`src/rtl/axi_dma_rd_streamer.sv`:
```
// axi_dma_rd_streamer: read-side AXI4 burst generator for the DMA.
// Takes a descriptor (source address, byte count, INCR/FIXED mode), splits it
// into legal AR bursts, limits bursts in flight by snooping R-channel last
// beats, and reports completion or descriptor errors back to the CSR block.
// Optional feature macro: AXI_DMA_RD_PERF_EN enables the perf_cycles_o
// busy-cycle counter; when undefined perf_cycles_o is tied to zero.
module axi_dma_rd_streamer #(
    parameter int ADDR_WIDTH      = 32,
    parameter int DATA_WIDTH      = 32,
    parameter int NUM_BYTES_WIDTH = 32,
    parameter int MAX_BEATS       = 256,
    parameter int MAX_OUTSTANDING = 4
) (
    input  logic                       clk,
    input  logic                       rst_n,
    input  logic                       desc_valid_i,
    output logic                       desc_ready_o,
    input  logic [ADDR_WIDTH-1:0]      desc_src_addr_i,
    input  logic [NUM_BYTES_WIDTH-1:0] desc_num_bytes_i,
    input  logic                       desc_rd_mode_i,
    input  logic                       abort_i,
    output logic                       arvalid_o,
    input  logic                       arready_i,
    output logic [ADDR_WIDTH-1:0]      araddr_o,
    output logic [7:0]                 arlen_o,
    output logic [2:0]                 arsize_o,
    output logic [1:0]                 arburst_o,
    input  logic                       rvalid_i,
    input  logic                       rready_i,
    input  logic                       rlast_i,
    output logic                       busy_o,
    output logic                       done_o,
    output logic                       error_o,
    output logic [ADDR_WIDTH-1:0]      error_addr_o,
    output logic [31:0]                perf_cycles_o
);

    localparam int BPB  = DATA_WIDTH / 8;
    localparam int SIZE = $clog2(BPB);
    localparam int OW   = $clog2(MAX_OUTSTANDING + 1);

    typedef enum logic [1:0] {IDLE, CALC, ISSUE, DRAIN} state_t;

    state_t                     state, state_next;
    logic [ADDR_WIDTH-1:0]      cur_addr;
    logic [NUM_BYTES_WIDTH-1:0] beats_rem;
    logic                       rd_mode;
    logic                       abort_pend;
    logic [OW-1:0]              outstanding;
    logic [ADDR_WIDTH-1:0]      araddr_q;
    logic [7:0]                 arlen_q;
    logic [1:0]                 arburst_q;
    logic                       done_q;
    logic                       error_q;
    logic [ADDR_WIDTH-1:0]      error_addr_q;

    logic                       accept;
    logic                       desc_bad;
    logic                       ar_hs;
    logic                       r_last_hs;
    logic                       abort_any;
    logic                       at_limit;
    logic                       load_ar;
    logic [12:0]                page_bytes;
    logic [NUM_BYTES_WIDTH-1:0] page_beats;
    logic [NUM_BYTES_WIDTH-1:0] calc_len;
    logic [NUM_BYTES_WIDTH-1:0] issued_len;
    logic [NUM_BYTES_WIDTH-1:0] beats_after;

    assign accept      = (state == IDLE) && desc_valid_i;
    assign desc_bad    = ((desc_src_addr_i & ADDR_WIDTH'(BPB - 1)) != '0) ||
                         ((desc_num_bytes_i & NUM_BYTES_WIDTH'(BPB - 1)) != '0) ||
                         (desc_num_bytes_i == '0);
    assign ar_hs       = (state == ISSUE) && arready_i;
    assign r_last_hs   = rvalid_i && rready_i && rlast_i && (outstanding != '0);
    assign abort_any   = abort_i || abort_pend;
    assign at_limit    = (outstanding == OW'(MAX_OUTSTANDING));
    assign load_ar     = (state == CALC) && !abort_any && !at_limit;
    assign page_bytes  = 13'd4096 - {1'b0, cur_addr[11:0]};
    assign page_beats  = NUM_BYTES_WIDTH'(page_bytes >> SIZE);
    assign issued_len  = NUM_BYTES_WIDTH'(arlen_q) + NUM_BYTES_WIDTH'(1);
    assign beats_after = beats_rem - issued_len;

    // Burst length: clip to remaining beats, then the mode-specific burst cap
    // and, for INCR, the distance to the next 4 KB page boundary.
    always_comb begin
        calc_len = beats_rem;
        if (rd_mode) begin
            if (calc_len > NUM_BYTES_WIDTH'(16)) calc_len = NUM_BYTES_WIDTH'(16);
        end else begin
            if (calc_len > NUM_BYTES_WIDTH'(MAX_BEATS)) calc_len = NUM_BYTES_WIDTH'(MAX_BEATS);
            if (calc_len > page_beats) calc_len = page_beats;
        end
    end

    // FSM state register.
    always_ff @(posedge clk or negedge rst_n) begin
        if (!rst_n) state <= IDLE;
        else        state <= state_next;
    end

    // FSM next-state logic; an abort stops further bursts but never drops an AR already presented.
    always_comb begin
        state_next = state;
        case (state)
            IDLE:  if (accept && !desc_bad) state_next = CALC;
            CALC:  begin
                if (abort_any)     state_next = DRAIN;
                else if (!at_limit) state_next = ISSUE;
            end
            ISSUE: if (ar_hs) state_next = ((beats_after != '0) && !abort_any) ? CALC : DRAIN;
            DRAIN: if (outstanding == '0) state_next = IDLE;
            default: state_next = IDLE;
        endcase
    end

    // FSM outputs decoded from the current state.
    always_comb begin
        desc_ready_o = (state == IDLE);
        busy_o       = (state != IDLE);
        arvalid_o    = (state == ISSUE);
    end

    // Descriptor latch, burst bookkeeping, AR payload registers and status pulses.
    always_ff @(posedge clk or negedge rst_n) begin
        if (!rst_n) begin
            cur_addr     <= '0;
            beats_rem    <= '0;
            rd_mode      <= 1'b0;
            abort_pend   <= 1'b0;
            araddr_q     <= '0;
            arlen_q      <= '0;
            arburst_q    <= '0;
            done_q       <= 1'b0;
            error_q      <= 1'b0;
            error_addr_q <= '0;
        end else begin
            done_q  <= (state == DRAIN) && (outstanding == '0);
            error_q <= accept && desc_bad;
            if (accept) begin
                abort_pend <= 1'b0;
                if (desc_bad) begin
                    error_addr_q <= desc_src_addr_i;
                end else begin
                    cur_addr  <= desc_src_addr_i;
                    beats_rem <= desc_num_bytes_i >> SIZE;
                    rd_mode   <= desc_rd_mode_i;
                end
            end else if ((state != IDLE) && abort_i) begin
                abort_pend <= 1'b1;
            end
            if (load_ar) begin
                araddr_q  <= cur_addr;
                arlen_q   <= 8'(calc_len - NUM_BYTES_WIDTH'(1));
                arburst_q <= rd_mode ? 2'b00 : 2'b01;
            end
            if (ar_hs) begin
                beats_rem <= beats_after;
                if (!rd_mode) cur_addr <= cur_addr + (ADDR_WIDTH'(issued_len) << SIZE);
            end
        end
    end

    // Bursts in flight: up on AR handshake, down on a snooped last beat.
    always_ff @(posedge clk or negedge rst_n) begin
        if (!rst_n) begin
            outstanding <= '0;
        end else begin
            case ({ar_hs, r_last_hs})
                2'b10:   outstanding <= outstanding + OW'(1);
                2'b01:   outstanding <= outstanding - OW'(1);
                default: outstanding <= outstanding;
            endcase
        end
    end

    assign araddr_o     = araddr_q;
    assign arlen_o      = arlen_q;
    assign arsize_o     = 3'(SIZE);
    assign arburst_o    = arburst_q;
    assign done_o       = done_q;
    assign error_o      = error_q;
    assign error_addr_o = error_addr_q;

`ifdef AXI_DMA_RD_PERF_EN
    logic [31:0] perf_q;

    // Busy-cycle counter: cleared on a good accept, saturating, held while idle.
    always_ff @(posedge clk or negedge rst_n) begin
        if (!rst_n)                                       perf_q <= '0;
        else if (accept && !desc_bad)                     perf_q <= '0;
        else if ((state != IDLE) && (perf_q != 32'hFFFF_FFFF)) perf_q <= perf_q + 32'd1;
    end

    assign perf_cycles_o = perf_q;
`else
    assign perf_cycles_o = 32'd0;
`endif

endmodule

```
`config.mk`:
```
export PLATFORM = sky130hd
export DESIGN_NAME = axi_dma_rd_streamer
export DESIGN_NICKNAME = d
export VERILOG_FILES = /design/src/rtl/axi_dma_rd_streamer.sv
export SDC_FILE = /design/constraint.sdc
export NUM_CORES = 1
export LEC_CHECK = 0
export ABC_CLOCK_PERIOD_IN_PS = 13200
export BUFFER_PORTS_ARGS = -buffer_cell sky130_fd_sc_hd__buf_2
export CAP_MARGIN = 20
export CORE_MARGIN = 1.5
export CORE_UTILIZATION = 56
export DETAILED_ROUTE_END_ITERATION = 8
export PLACE_DENSITY = 0.82
export SYNTH_ARGS = -nofsm -noshare
export SYNTH_HDL_FRONTEND = slang
export SYNTH_SLANG_ARGS = --single-unit
export TNS_END_PERCENT = 5
```
`constraint.sdc`:
```
create_clock -name clk -period 13.2 [get_ports clk]
set_input_delay 1.32 -clock clk [delete_from_list [all_inputs] [get_ports clk]]
set_output_delay 1.32 -clock clk [all_outputs]
set_load 0.02 [all_outputs]
```
# Word level (Yosys, flattened, before mapping)
# Index checks and enable logic that the tools add are counted.
[word_totals]
regBits = 147
latch_bits = 0
mem_bits_rw = 0
rom_bits = 0
output_inout_bits = 114
memories = 0
[op_classes]
addsub = 7
multipliers = 0
div_mod_pow = 0
order_cmp = 3
eq_ne = 11
shift = 0
muxes = 23
bitwise_logic = 1
reduce_logical = 33
[ops]
columns = ["cell", "count"]
rows = [
  ["32-bit two-way mux", 9],
  ["32-bit nonzero test", 3],
  ["32-bit by 11-bit adder with 32-bit output", 1],
  ["32-bit by 11-bit greater-than comparator with 1-bit output", 1],
  ["32-bit by 5-bit greater-than comparator with 1-bit output (second input constant)", 1],
  ["32-bit by 9-bit greater-than comparator with 1-bit output (second input constant)", 1],
  ["32-bit logical NOT", 1],
  ["32-bit by 9-bit subtractor with 32-bit output", 1],
  ["8-bit two-way mux", 3],
  ["13-bit by 12-bit subtractor with 13-bit output (first input constant)", 1],
  ["1-bit logical AND", 12],
  ["2-bit two-way mux", 6],
  ["8-bit by 1-bit adder with 9-bit output (second input constant)", 1],
  ["2-bit one-hot mux with 4 select lines", 1],
  ["2-bit nonzero test", 4],
  ["8-bit by 1-bit subtractor with 8-bit output (second input constant)", 1],
  ["2-bit == test (second input constant)", 3],
  ["2-bit by 1-bit inequality test with 1-bit output (second input constant)", 3],
  ["3-bit one-hot mux with 2 select lines", 1],
  ["2-bit AND reduction", 3],
  ["2-bit by 1-bit == test with 1-bit output (second input constant)", 2],
  ["4-bit AND reduction", 1],
  ["3-bit by 1-bit adder with 3-bit output (second input constant)", 1],
  ["3-bit == test (second input constant)", 1],
  ["other kinds (10)", 16],
]

# Depth between registers and ports, before layout
# Gate-level depths: netlist of run 1.
[depth]
word_depth = 7
depth_mapped = 19
mapped_depth_nobuf = 19

# Worst setup path after synthesis of run 1
# No wires, ideal clock.
[synth_path]
path_type = "register to register"
startpoint = "reg cur_addr[3]"
endpoint = "reg arlen_q[7] (netlist: arlen_o[7])"
setup_time_ns = 0.082
t_arrival_ns = 4.376
required_ns = 13.118
setup_slack_ns = 8.742
path_stages_with_launch = 16
path_buffers = 1
synth_period_minus_slack_ns = 4.458
cell_sequence = "dfrtp_1 -> or4_1 -> nor4_2 -> or3b_1 -> nor3_1 -> xor2_1 -> ha_1 -> a2111oi_0 -> o21ai_1 -> o21ai_2 -> clkbuf_1 -> nor3_1 -> a21oi_1 -> nand3_1 -> or4_1 -> a31oi_1"
[synth_between]
elab_chain_len = 5
[synth_lines]
columns = ["item", "line", "text"]
rows = [
  ["start: declaration", "45", "logic [ADDR_WIDTH-1:0] cur_addr;"],
  ["start signal: assignment", "145", "cur_addr <= desc_src_addr_i;"],
  ["start signal: assignment", "159", "if (!rd_mode) cur_addr <= cur_addr + (ADDR_WIDTH'(issued_len) << SIZE);"],
  ["13-bit by 12-bit subtractor with 13-bit output *", "79", "assign page_bytes = 13'd4096 - {1'b0, cur_addr[11:0]};"],
  ["32-bit by 11-bit greater-than comparator with 1-bit output", "92", "if (calc_len > page_beats) calc_len = page_beats;"],
  ["8-bit two-way mux *", "92", ""],
  ["8-bit two-way mux *", "88", "if (rd_mode) begin"],
  ["8-bit by 1-bit subtractor with 8-bit output *", "154", "arlen_q <= 8'(calc_len - NUM_BYTES_WIDTH'(1));"],
  ["end signal: assignment", "154", ""],
  ["end: declaration", "51", "logic [7:0] arlen_q;"],
]
# Every way passes the cells marked *; elsewhere a longest branch is shown, timed or not.
# A chain may end at the register's enable or synchronous reset.

# Final worst setup path of run 1
[layout_path]
startpoint = "reg cur_addr[3]"
endpoint = "reg arlen_q[6] (netlist: arlen_o[6])"
# The elaborated chain is that of the path after synthesis.

==> qor.csv, run 1 <==
stage;metric;value;unit
outcome;status;completed;
critical_path;reg2reg_to;arlen_o[6];
yosys;synth_top_cell_by_area;dfrtp_1;
critical_path;crit_fanout;15;
global_routing;grt_pass1_vias;7457;
placement;io_buffers;150;
yosys;async_reset_ff_share;100;%
hold_path;min_from;araddr_o[22];
clock_network;cts_buffers;17;
placement;post-dp-hpwl;16800;um
routing;drt-vias-per-instance;5.95;
sta;fin_ws;7990;ps
clock_network;cts_buffer_depth;2;
critical_path;critical_path_arrival;5510;ps
floorplanning;die_w;128;um
critical_path;path_cells;or4_1 -> nor4_2 -> or3b_1 -> nor3_1 -> xor2_1 -> ha_1 -> a2111oi_0 -> o21ai_1 -> o21ai_2 -> nor2_1 -> a22oi_1 -> ha_1 -> inv_1 -> a211oi_1 -> nand4_1 -> xor2_1 -> o21ai_1;
clock_network;postCtsSetupRepairBufs;0;
pwr;fin_total_pwr;2.40;mW
layout;fin_area;0.0101;mm^2
pwr;p_switching;1.06;mW
global_routing;grt_start_max_net_pins;76;
critical_path;cp_slowest_cell;or4_1;
clock_network;cts_tree;yes;
clock_network;cts_sinks;146;
critical_path;r2r-start;cur_addr[3];
hold_path;min_to;araddr_o[22];
routing;routed_wl;24100;um
clock_network;ctsResizeCount;0;
pwr;p_comb_share;46.0;%
job;max-cap-violations;0;
hold_path;min_path_cells;2;
yosys;synth.avg_cell_area;8.35;um^2
layout;areaGrowthSynthToFinish;16.1;%
global_routing;grt_pass1_wl;38900;um
sta;hold_violations;0;
routing;dr.pass1.iters;8;
critical_path;cpPeakStageDelay;600;ps
clock_network;clk_pin_slew_worst_paths;60;ps
floorplanning;start_util;57.2;%
sta;maxSlewHeadroom;29.0;%
yosys;synthesis.area;0.00869;mm^2
routing;wl_per_cell;17.5;um
critical_path;start_kind;flip-flop;
hold_path;hold_class;flip-flop to flip-flop;
pwr;p_seq_share;32.4;%
global_routing;grtUsageTotal;30.3;%
layout;drive_gt1_share;17.3;%
clock_network;insertion_delay;440;ps
pwr;clkPwrFrac;21.6;%
critical_path;path_class;flip-flop to flip-flop;
pwr;p_int;1.34;mW
sta;min_period_over_period;39.5;%
global_routing;antenna_found_initial;1;
routing;drt_iter0_drc;874;
routing;routed-via-count;8187;
layout;final_util;66.4;%
placement;place_congestion;0.975;
routing;drc;0;
pwr;p_per_area;237;mW/mm^2
sta;clock.fmax;192;MHz
floorplanning;core_region_area;0.0152;mm^2
yosys;synthFlopType;dfrtp_1;
sta;drv_slew;0;
yosys;synth_edf_count;0;
layout;layout_common_cells;265 x nand2_1, 150 x buf_2, 146 x dfrtp_1;
yosys;ys_seq_elements;146;
pwr;ir_drop;0.143;mV
critical_path;critPathTopFamily;simple AND/OR/NAND/NOR gates;
floorplanning;die_y;128;um
sta;skew;7.13;ps
clock_network;root_buffer;clkbuf_16;
yosys;yosys-top-cells-area;dfrtp_1 42%, nand2_1 11%, ha_1 4.6%;
yosys;ys_seq_area_share;42.0;%
yosys;ys_types;65;
layout;layout_commonest_cell;nand2_1;
floorplanning;num_rows;45;
sta;hold_ws;472;ps
layout;stdcell_count;1377;
critical_path;worstPathRequired;13500;ps
global_routing;overflow;0;
routing;final_antenna_net_count;0;
sta;rsz0062_at_grt;no;
placement;pre_cts_slack;8130;ps
critical_path;cp-end-kind;flip-flop;
placement;place_area;0.00945;mm^2
pwr;leakage;5.15;nW
floorplanning;dieArea;0.0163;mm^2
layout;fill_cells;1265;
placement;placed_cells;1342;
clock_network;h-tree-depth;4;
sta;fin_tns_setup;0;ps
critical_path;ff2ff_path_depth;17;
critical_path;reg2reg_slack;7990;ps
layout;seq_area;0.00365;mm^2
layout;final_nets;1283;
pwr;swShare;44.2;%
yosys;synth.top_cell.area_share;42.0;%
clock_network;holdBufCountCts;0;
yosys;ys_warn_count;0;
yosys;syn_inst;1041;
critical_path;cp.buffers_inverters;1;
floorplanning;io_pins;187;
layout;multi_input_area;0.00461;mm^2
sta;setup_viol;0;
sta;min_period;5210;ps
sta;worst_pin_slew;1060;ps
## state kept, by name, indices dropped and copies added (netlist names)
register / flops
outstanding: 3
cur_addr: 32
arburst_o: 1
abort_pend: 1
state: 2
done_o: 1
error_o: 1
beats_rem: 32
error_addr_o: 32
arlen_o: 8
araddr_o: 32
rd_mode: 1
## worst reg2reg max path, stage by stage, from the launching register on
cell and delay, ps:
dfrtp_1 480, or4_1 600, nor4_2 260, or3b_1 430
nor3_1 360, xor2_1 130, ha_1 330, a2111oi_0 430
o21ai_1 140, o21ai_2 440, nor2_1 80, a22oi_1 390
ha_1 260, inv_1 50, a211oi_1 290, nand4_1 160
xor2_1 170, o21ai_1 70
## routing by layer
layer  global-route usage [%]  part of all wire, %  routed length [um]  vias to the layer above
li1                         -                    -                   -                     3837
met1                     44.7                   44               10700                     3842
met2                     44.1                   44               10600                      442
met3                     6.20                  8.6                2070                       66
met4                     11.6                  3.0                 727                        0
met5                        0                    0                   0                        -
## layout make-up
type	count	area share (%)
timing repair buffer	160	8.22
inverter	36	1.34
antenna	1	0.0248
clock inverter	12	1.70
clock buffer	20	4.53
multi-input combinational	814	45.7
sequential	146	36.2
tap	188	2.33
## how the worst max path moves through the flow
stage / startpoint / to / slack, ps / cells after the start
floorplan: cur_addr[3] / arlen_o[7] / 8740 / 15
global placement: cur_addr[3] / arlen_o[6] / 8470 / 17
detailed placement: cur_addr[3] / arlen_o[6] / 8130 / 17
CTS: cur_addr[3] / arlen_o[6] / 8110 / 17
global route: cur_addr[3] / arlen_o[6] / 7540 / 17
finish: cur_addr[3] / arlen_o[6] / 7990 / 17
## Yosys cell counts (10+ instances only)
library cell,count
xor2_1,14
nand4_1,12
a31oi_1,15
xnor2_1,25
nand3_1,17
and2_1,15
a211oi_1,15
o21ai_0,47
a21oi_1,46
inv_1,34
ha_1,32
a221o_1,14
nand2_1,265
clkbuf_1,44
and3_1,13
buf_4,36
dfrtp_1,146
a21o_1,10
nor4_1,22
nor2_1,77
nor3_1,25
## logic make-up after synthesis
group                      after synthesis  synth area share [%]
and+or+nand+nor                        484                  25.0
AOI/OAI and AO/OA                      216                  16.8
DFF                                    146                  42.0
buffers and inverters                  117                  6.62
xor gates and xnor gates                39                  3.93
adders and majority gates               35                  5.30
other                                    2                0.0864
muxes                                    2                 0.259
## power groups by stage
| stage | Sequential [mW] | Clock (mW) | Combinational, mW |
|---|---|---|---|
| final | 0.777 | 0.517 | 1.10 |
| after global routing | 0.797 | 0.538 | 1.22 |
| after CTS | 0.769 | 0.518 | 1.08 |
| after detailed placement | 0.773 | 0 | 1.07 |
| after global placement | 0.768 | 0 | 1.05 |
| after floorplan | 0.803 | 0 | 0.742 |
No activity file was read; power rests on OpenSTA's default activity.
==> run 2, diff against run 1 <==
- ABC_CLOCK_PERIOD_IN_PS: 13200 -> 4500
- CORE_UTILIZATION: 56 -> 50
- PLACE_DENSITY: 0.82 -> 0.77
- clock period: 13.2 -> 4.5 ns (I/O delays scaled with it)
==> run 2 against run 1 <==
  * First-iteration DRC count is 9.2% lower
  * Fmax up 18%
  * Clock skew rose by 3.8 ps
  * Final cell count grew 5.0%
  * Combinational power rose to 3.2 times the previous value
  * Die area grew 12%
  * Count of clock-buffer cells in the layout is 1 lower
==> qor.csv, run 2 (synthesis gave the netlist of run 1 again) <==
stage;metric;value;unit;change
floorplanning;num_rows;48;;+6.7%
layout;layout_common_cells;265 x nand2_1, 149 x buf_2, 146 x dfrtp_1;;
placement;io_buffers;150;;unchanged
sta;fin_ws;101;ps;-7890 ps
routing;drt_iter0_drc;794;;-9.2%
sta;min_period;4400;ps;-812 ps
floorplanning;die_y;135;um;+5.7%
global_routing;grt_pass1_vias;7575;;+1.6%
layout;drive_gt1_share;20.6;%;+3.3 points
clock_network;h-tree-depth;4;;unchanged
floorplanning;start_util;50.8;%;-6.4 points
sta;setup_viol;0;;unchanged
critical_path;worstPathRequired;4830;ps;-8670 ps
placement;pre_cts_slack;-117;ps;-8250 ps
layout;areaGrowthSynthToFinish;20.0;%;
layout;final_util;61.0;%;-5.4 points
clock_network;root_buffer;clkbuf_16;;
global_routing;grt_start_max_net_pins;57;;-25%
routing;drc;0;;unchanged
placement;place_congestion;0.926;;-5.1%
critical_path;path_class;flip-flop to flip-flop;;
pwr;p_per_area;685;mW/mm^2;+190%
critical_path;reg2reg_slack;100;ps;-7890 ps
routing;final_antenna_net_count;0;;unchanged
pwr;fin_total_pwr;7.15;mW;+200%
sta;skew;11.0;ps;+3.82 ps
sta;hold_ws;237;ps;-235 ps
pwr;ir_drop;0.398;mV;+180%
hold_path;hold_class;primary input to flip-flop;;
layout;antennaDiodeCount;0;;-1
job;max-cap-violations;0;;unchanged
floorplanning;io_pins;187;;unchanged
clock_network;cts_buffers;17;;unchanged
routing;routed_wl;24800;um;+2.7%
global_routing;antenna_found_initial;0;;-1
global_routing;overflow;0;;unchanged
floorplanning;core_region_area;0.0171;mm^2;+13%
pwr;leakage;5.28;nW;+2.6%
sta;drv_slew;0;;unchanged
floorplanning;dieArea;0.0182;mm^2;+12%
routing;routed-via-count;8225;;+0.46%
clock_network;insertion_delay;430;ps;about the same
sta;clock.fmax;227;MHz;+18%
placement;placed_cells;1406;;+4.8%
layout;stdcell_count;1446;;+5.0%
sta;hold_violations;0;;unchanged
global_routing;grt_pass1_wl;40000;um;+3.0%
floorplanning;die_w;135;um;+5.7%
clock_network;cts_tree;yes;;
sta;worst_pin_slew;1030;ps;-26.7 ps
routing;wl_per_cell;17.1;um;-2.2%
critical_path;cp-end-kind;flip-flop;;
critical_path;start_kind;flip-flop;;
layout;layout_commonest_cell;nand2_1;;
sta;min_period_over_period;97.8;%;+58 points
critical_path;crit_fanout;6;;-9
placement;post-dp-hpwl;18100;um;+7.8%
critical_path;critical_path_arrival;4730;ps;-780 ps
layout;final_nets;1316;;+2.6%
clock_network;cts_buffer_depth;2;;unchanged
layout;fill_cells;1525;;+21%
clock_network;cts_sinks;146;;unchanged
global_routing;grtUsageTotal;28.2;%;-2.1 points
routing;drt-vias-per-instance;5.69;;-4.3%
sta;rsz0062_at_grt;yes;;
clock_network;clk_pin_slew_worst_paths;70;ps;about the same
routing;dr.pass1.iters;7;;-1
outcome;status;completed;;
sta;maxSlewHeadroom;30.8;%;+1.8 points
## run 2: routing by layer
| layer | routed length (um) | share of wire (%) | up-vias | GRT usage (%) |
|---|---|---|---|---|
| li1 | - | - | 3909 | - |
| met1 | 11400 | 46 | 3904 | 41.7 |
| met2 | 11000 | 44 | 361 | 41.3 |
| met3 | 1860 | 7.5 | 51 | 5.37 |
| met4 | 537 | 2.2 | 0 | 9.62 |
| met5 | 0 | 0 | - | 0 |
## run 2: worst paths after layout
path / end / startpoint / depth (start not counted)
worst max-delay path: arlen_o[7] / cur_addr[0] / 15
worst min register to register: error_addr_o[11] / error_addr_o[11] / 2
worst min-delay path: error_addr_o[27] / desc_src_addr_i[27] / 3
min in group asynchronous: araddr_o[16] / rst_n / 2
worst max register to register: arlen_o[7] / cur_addr[0] / 15
max in group asynchronous: cur_addr[12] / rst_n / 3
## run 2: per-stage QoR
stage                     cell area (um^2)  setup TNS (ps)
after global placement                9700               0
after detailed placement              9700            -288
after global routing                 10400            -206
after floorplan                       8830               0
after CTS                            10300               0
final                                10400               0
## run 2: worst max-delay path, cell delays in order (launching register included)
cell and delay (ps):
dfrtp_1 410, or4_4 560, nor4_4 290, or3b_4 430, nor3_4 150, xor2_1 100
ha_1 370, a2111oi_4 380, o21ai_2 130, o21ai_4 260, buf_4 170, nor3_1 40
a21oi_1 190, nand2_1 130, or4_1 520, a31oi_1 170
## run 2: repair_timing
item,CTS,global route
resized for setup,4,19
setup buffers,1,5
setup endpoints to repair,3,7
gates cloned,1,0
pin swaps,1,16
hold buffers,1,0
hold endpoints to repair,41,0
## run 2: area by class of cell
cell class / instances / area (um^2) / area share (%)
multi-input cells: 815 / 4730 / 45.3
clock inverters: 13 / 128 / 1.22
clock buffers: 19 / 433 / 4.15
flip-flops and latches: 146 / 3650 / 35.0
inverters: 36 / 135 / 1.30
repair buffers: 192 / 1070 / 10.3
well taps: 225 / 282 / 2.70
## run 2: power breakdown
part           internal, mW  total, mW  switching (mW)
registers              1.76       2.22           0.463
clock network         0.769       1.38           0.606
logic                  1.43       3.56            2.13
